**config.mk**
```make
export PLATFORM = sky130hd
export DESIGN_NAME = multi_rate_divider
export DESIGN_NICKNAME = d
export VERILOG_FILES = /design/src/rtl/rate_div_pkg.sv /design/src/rtl/rate_div_channel.sv /design/src/rtl/multi_rate_divider.sv
export SDC_FILE = /design/constraint.sdc
export NUM_CORES = 1
export LEC_CHECK = 0
export ABC_CLOCK_PERIOD_IN_PS = 7800
export CORE_UTILIZATION = 30
export CTS_CLUSTER_SIZE = 8
export DETAILED_ROUTE_END_ITERATION = 7
export PLACE_DENSITY = 0.45
export SLEW_MARGIN = 10
export SYNTH_ARGS = -nofsm -noshare
export SYNTH_HDL_FRONTEND = slang
export SYNTH_HIERARCHICAL = 1
export SYNTH_SLANG_ARGS = --single-unit
```
**constraint.sdc**
```tcl
create_clock -name clkin -period 7.8 [get_ports clkin]
set_input_delay 1.56 -clock clkin [delete_from_list [all_inputs] [get_ports clkin]]
set_output_delay 1.56 -clock clkin [all_outputs]
set_load 0.005 [all_outputs]
```
**src/rtl/rate_div_pkg.sv**
```systemverilog
// Shared definitions for the multi-rate divider.
//   MODE_PULSE / MODE_TOGGLE : values carried on cfg_mode
//   DEFAULT_DIV_60HZ         : 50 MHz / 60, used as the reset divisor
package rate_div_pkg;

  localparam logic MODE_PULSE  = 1'b0;
  localparam logic MODE_TOGGLE = 1'b1;

  localparam int DEFAULT_DIV_60HZ = 833333;

endpackage

```
**src/rtl/rate_div_channel.sv**
```systemverilog
// One divider channel: a down-counter that ticks once every `div` enabled
// cycles, an optional toggled square-wave output, and a one-deep pending
// configuration slot that is only applied at a period boundary.
// Ports:
//   clk_i, rst_ni       clock, asynchronous active-low reset
//   en_i                count enable
//   sync_restart_i      restart this channel in phase with the others
//   cfg_we_i            store cfg_div_i/cfg_mode_i as pending (accepted transfer)
//   cfg_div_i           new divisor (0 behaves as 1)
//   cfg_mode_i          new mode (MODE_PULSE / MODE_TOGGLE)
//   pend_o              pending slot occupied
//   tick_o              registered one-cycle pulse per period
//   clkout_o            registered square wave (toggle mode), 0 in pulse mode
module rate_div_channel
  import rate_div_pkg::*;
#(
  parameter int WIDTH       = 23,
  parameter int DEFAULT_DIV = DEFAULT_DIV_60HZ
) (
  input  logic             clk_i,
  input  logic             rst_ni,
  input  logic             en_i,
  input  logic             sync_restart_i,
  input  logic             cfg_we_i,
  input  logic [WIDTH-1:0] cfg_div_i,
  input  logic             cfg_mode_i,
  output logic             pend_o,
  output logic             tick_o,
  output logic             clkout_o
);

  localparam logic [WIDTH-1:0] RST_DIV = WIDTH'(DEFAULT_DIV);
  localparam logic [WIDTH-1:0] RST_CNT = (RST_DIV == '0) ? '0 : RST_DIV - 1'b1;

  logic [WIDTH-1:0] count_q, count_d;
  logic [WIDTH-1:0] div_q, div_d;
  logic             mode_q, mode_d;
  logic             pend_q, pend_d;
  logic [WIDTH-1:0] pend_div_q, pend_div_d;
  logic             pend_mode_q, pend_mode_d;
  logic             tick_q, tick_d;
  logic             clkout_q, clkout_d;

  logic             apply;
  logic [WIDTH-1:0] new_div;
  logic             new_mode;
  logic [WIDTH-1:0] reload_cnt;
  logic             mode_chg;

  always_comb begin
    // Pending config is consumed at any reload point: terminal count while
    // enabled, any edge while disabled, or a synchronous restart.
    apply      = pend_q & (sync_restart_i | ~en_i | (count_q == '0));
    new_div    = apply ? pend_div_q  : div_q;
    new_mode   = apply ? pend_mode_q : mode_q;
    // A divisor of 0 is treated as 1, i.e. reload to 0 and tick every cycle.
    reload_cnt = (new_div == '0) ? '0 : new_div - 1'b1;
    mode_chg   = apply & (pend_mode_q != mode_q);

    count_d     = count_q;
    div_d       = new_div;
    mode_d      = new_mode;
    pend_d      = pend_q & ~apply;
    pend_div_d  = pend_div_q;
    pend_mode_d = pend_mode_q;
    tick_d      = 1'b0;
    clkout_d    = clkout_q;

    if (sync_restart_i) begin
      count_d  = reload_cnt;
      clkout_d = 1'b0;
    end else if (en_i) begin
      if (count_q == '0) begin
        count_d  = reload_cnt;
        tick_d   = 1'b1;
        clkout_d = (mode_chg || new_mode == MODE_PULSE) ? 1'b0 : ~clkout_q;
      end else begin
        count_d = count_q - 1'b1;
      end
    end else if (apply) begin
      count_d = reload_cnt;
      if (mode_chg) begin
        clkout_d = 1'b0;
      end
    end

    // The top only asserts cfg_we_i while the slot is empty, so this can
    // never collide with an apply in the same cycle.
    if (cfg_we_i) begin
      pend_d      = 1'b1;
      pend_div_d  = cfg_div_i;
      pend_mode_d = cfg_mode_i;
    end
  end

  always_ff @(posedge clk_i or negedge rst_ni) begin
    if (!rst_ni) begin
      count_q     <= RST_CNT;
      div_q       <= RST_DIV;
      mode_q      <= MODE_TOGGLE;
      pend_q      <= 1'b0;
      pend_div_q  <= '0;
      pend_mode_q <= MODE_PULSE;
      tick_q      <= 1'b0;
      clkout_q    <= 1'b0;
    end else begin
      count_q     <= count_d;
      div_q       <= div_d;
      mode_q      <= mode_d;
      pend_q      <= pend_d;
      pend_div_q  <= pend_div_d;
      pend_mode_q <= pend_mode_d;
      tick_q      <= tick_d;
      clkout_q    <= clkout_d;
    end
  end

  assign pend_o   = pend_q;
  assign tick_o   = tick_q;
  assign clkout_o = clkout_q;

endmodule

```
**src/rtl/multi_rate_divider.sv**
```systemverilog
// Bank of independent clock dividers sharing one configuration port.
// Ports:
//   clkin, resetn        clock, asynchronous active-low reset
//   en[CHANNELS]         per-channel count enable
//   sync_restart         restart every channel in phase
//   cfg_valid/cfg_ready  configuration handshake; ready = target slot free
//   cfg_chan             target channel (codes >= CHANNELS are accepted, dropped)
//   cfg_div, cfg_mode    new divisor (cycles per tick) and mode
//   tick[CHANNELS]       one-cycle pulse per period
//   clkout[CHANNELS]     square wave of period 2*div in toggle mode
module multi_rate_divider
  import rate_div_pkg::*;
#(
  parameter  int CHANNELS    = 4,
  parameter  int WIDTH       = 23,
  parameter  int DEFAULT_DIV = DEFAULT_DIV_60HZ,
  localparam int CHAN_W      = (CHANNELS > 1) ? $clog2(CHANNELS) : 1
) (
  input  logic                clkin,
  input  logic                resetn,
  input  logic [CHANNELS-1:0] en,
  input  logic                sync_restart,
  input  logic                cfg_valid,
  output logic                cfg_ready,
  input  logic [CHAN_W-1:0]   cfg_chan,
  input  logic [WIDTH-1:0]    cfg_div,
  input  logic                cfg_mode,
  output logic [CHANNELS-1:0] tick,
  output logic [CHANNELS-1:0] clkout
);

  logic [CHANNELS-1:0] sel;
  logic [CHANNELS-1:0] pend;

  // An out-of-range cfg_chan selects nothing, so it reads as ready and the
  // transfer writes no channel.
  assign cfg_ready = ~|(sel & pend);

  for (genvar gi = 0; gi < CHANNELS; gi++) begin : g_chan
    assign sel[gi] = (cfg_chan == CHAN_W'(gi));

    rate_div_channel #(
      .WIDTH       (WIDTH),
      .DEFAULT_DIV (DEFAULT_DIV)
    ) u_chan (
      .clk_i          (clkin),
      .rst_ni         (resetn),
      .en_i           (en[gi]),
      .sync_restart_i (sync_restart),
      .cfg_we_i       (cfg_valid & sel[gi] & ~pend[gi]),
      .cfg_div_i      (cfg_div),
      .cfg_mode_i     (cfg_mode),
      .pend_o         (pend[gi]),
      .tick_o         (tick[gi]),
      .clkout_o       (clkout[gi])
    );
  end

endmodule

```
==> run metrics <==
root buf cell=clkbuf_16; largest net degree at the start of global routing=roughly 160; WL/cell=about 20 microns; hold_sp=g_chan[0].u_chan/mode_q; hold_buf cts=0; fin crit share=64.9%; clock share of power=28.0%; Area after DPL=18500 sq um; Comb power frac=between 20 and 30%; via count=13700; cts bufs inserted=43; Crit path largest cell delay=0.67 ns; Starting Density=30.6%; CP max FO=4; DRT Pass-1 Iters=7; Slew Limit Fails=0; Post-Route WL=50.0 mm; NumNets Final=1822; crit path buf inv count=3; first-pass GRT wire length=between 70 and 80 mm; crit path launch type=input pin; worst skew pair latency=0.58 ns; CTS resizes=0; Max transition margin=26.5%; Reg power frac=44.5%; Distinct cells, synth=72; num ports=43; clk sink count=between 200 and 300; CTS tree=yes; CP endpoint kind=primary output; crit path DAT=3.50 ns; area of the multi-input gates=roughly 9300 sq um; FF+latch area=7530 sq um; Post-DRT Antenna Nets=0; All-Layer GR Usage=17.0%; switch share=between 30% and 40%; Residual DRC=0; syn_area_per_cell=9.95 sq um; initial antenna violation count=5; Fin. Hold Viols=0; Crit Path Class=in -> out; clock slew at reported path FFs=0.05 ns; Hold WC Path Type=reg -> reg; Setup Skew=0.0263 ns; outcome=complete, no violations; max cap viols=0; Ys Warns=6; Clock Tree Buf Depth=3; register area share after synthesis=43.3%; P&R area growth vs syn=13.5%; Core Area=approximately 57000 sq um; Hold Slack=0.469 ns; Worst setup startpoint=cfg_chan[1]; Synth Flop Type=dfrtp_1; layout filler cell count=just under 6000; unrepaired setup endpoints after global routing=false; Port Buffers=42; Pleak=7.37 nW; Synth area leader=dfrtp_1; number of synthesized register bits=296; Power Dens Cells=321 nW/um^2; Die ar.=between 50000 and 60000 sq um; CP most frequent cell=clkdlybuf4s50_1; Max VDD drop=0.159 mV; top cell type's share of synthesized area=28.8%; CP delay by family, top=buffers and inverters; Synth Net Count=1791; critical path data required time=6.24 ns; Fmax achieved=198 MHz; FFs w/ async S/R, synth=100%; Worst Max-Slew Pin Slew=1.09 ns; Die Width=243 microns; EDFF count, synth=0; CP max-delay cell=clkdlybuf4s50_1; setup_tns=0 ns; post-synthesis instance total=1749; die height=243 microns; ranking of synthesized cells by area=dfrtp_1 29%, dfstp_2 14%, mux2_2 9.2%; Final min period=~5.1 ns; design area=19700 sq um; Via density=about 5.3; Post-Syn Area=17400 sq um; Cell Rows=87; Commonest cells post-synth=200 x dfrtp_1, 195 x nand2_1, 142 x mux2_2, 116 x nor3_1, 97 x nor2_1; Setup-failing EPs final=0; worst-path cell chain=clkdlybuf4s50_1 -> mux4_2 -> inv_1 -> clkdlybuf4s50_1; Remaining Overflow, GRT=0; Net Sw Power=approximately 2.3 mW; vias in the first global route=13500; share of layout cells above drive strength 1=about a fifth; count leader, synth=dfrtp_1; H-tree levels=2; GP Congestion=0.823; total power=approximately 6.3 mW; DP HPWL=34.9 mm; Worst R2R Start=g_chan[1].u_chan/count_q[14]; post-CTS setup buffer count=0; initial DRC count=842; Int Power=4.07 mW
-- cell type report --
class	count	area share (%)
antenna	2	0.0253
clock buffer	74	6.15
clock inverter	3	0.152
inverter	27	0.513
multi-input combinational	1346	47.1
sequential	296	38.1
tap	756	4.79
timing repair buffer	66	3.13
-- cells by family (layout without fill, tap and decap cells) --
kind of cell	after synthesis	in the layout	share of synthesized area (%)
adder cells (fa/ha/maj)	8	8	0.575
XOR/XNOR	86	86	4.33
flip-flops	296	296	43.3
buffers and inverters	107	170	3.38
other	0	2	0
AND/OR/NAND/NOR	717	717	21.8
AO/OA/AOI/OAI	312	312	12.0
multiplexers	223	223	14.7
-- worst paths after layout --
path	slack [ns]	depth (start not counted)	end
min in group asynchronous	0.95	1	g_chan[3].u_chan/count_q[7]
worst max register to register	2.92	12	g_chan[1].u_chan/count_q[4]
worst min register to register	0.47	2	g_chan[0].u_chan/mode_q
worst min-delay path	0.47	2	g_chan[0].u_chan/mode_q
worst max-delay path	2.74	4	cfg_ready
max in group asynchronous	5.45	2	g_chan[0].u_chan/pend_div_q[17]
-- cell usage in the layout (no fill, tap or decap), drive strengths merged, types with 59 or more instances in the layout --
cell,Yosys,layout
dfrtp,200,200
nand2,195,195
mux2,169,169
o21ai,119,119
nor3,117,117
nor2,97,97
dfstp,96,96
clkbuf,39,74
a21oi,68,68
nor4,59,59
-- tightest hold or removal path, cell delays in order (launching register included) --
cell,delay (ns)
dfstp_2,0.37
nand2_1,0.05
nand2_1,0.04
-- sequential cells by signal, summed over array words and instances (netlist names) --
name and flops:
g_chan.u_chan/clkout_o 4, g_chan.u_chan/count_q 92, g_chan.u_chan/div_q 92, g_chan.u_chan/mode_q 4, g_chan.u_chan/pend_div_q 92, g_chan.u_chan/pend_mode_q 4, g_chan.u_chan/pend_o 4, g_chan.u_chan/tick_o 4
-- stage by stage --
stage	util, %	worst slack [ns]	cells
6_report	34.7	2.74	2570
3_5_place_dp	32.6	2.17	2491
4_1_cts	34.7	2.77	2568
3_3_place_gp	32.6	2.28	2491
2_1_floorplan	-	3.23	1749
5_1_grt	34.7	2.41	2568
-- routing by layer --
metal	up-vias	share of wire, %	global-route usage [%]	routed length [microns]
met3	72	3.9	2.50	1930
met2	252	45	26.3	22400
li1	6555	-	-	-
met4	0	2.3	5.07	1150
met5	-	0	0	0
met1	6783	49	24.2	24500
-- power by group through the flow --
stage          combinational (mW)  clock, mW  sequential (mW)
6_report                     1.74       1.77             2.82
3_3_place_gp                 1.75          0             2.83
3_5_place_dp                 1.76          0             2.83
5_1_grt                      1.94       1.89             2.92
2_1_floorplan                1.37          0             2.62
4_1_cts                      1.77       1.83             2.81
No activity file was read; power rests on OpenSTA's default activity.
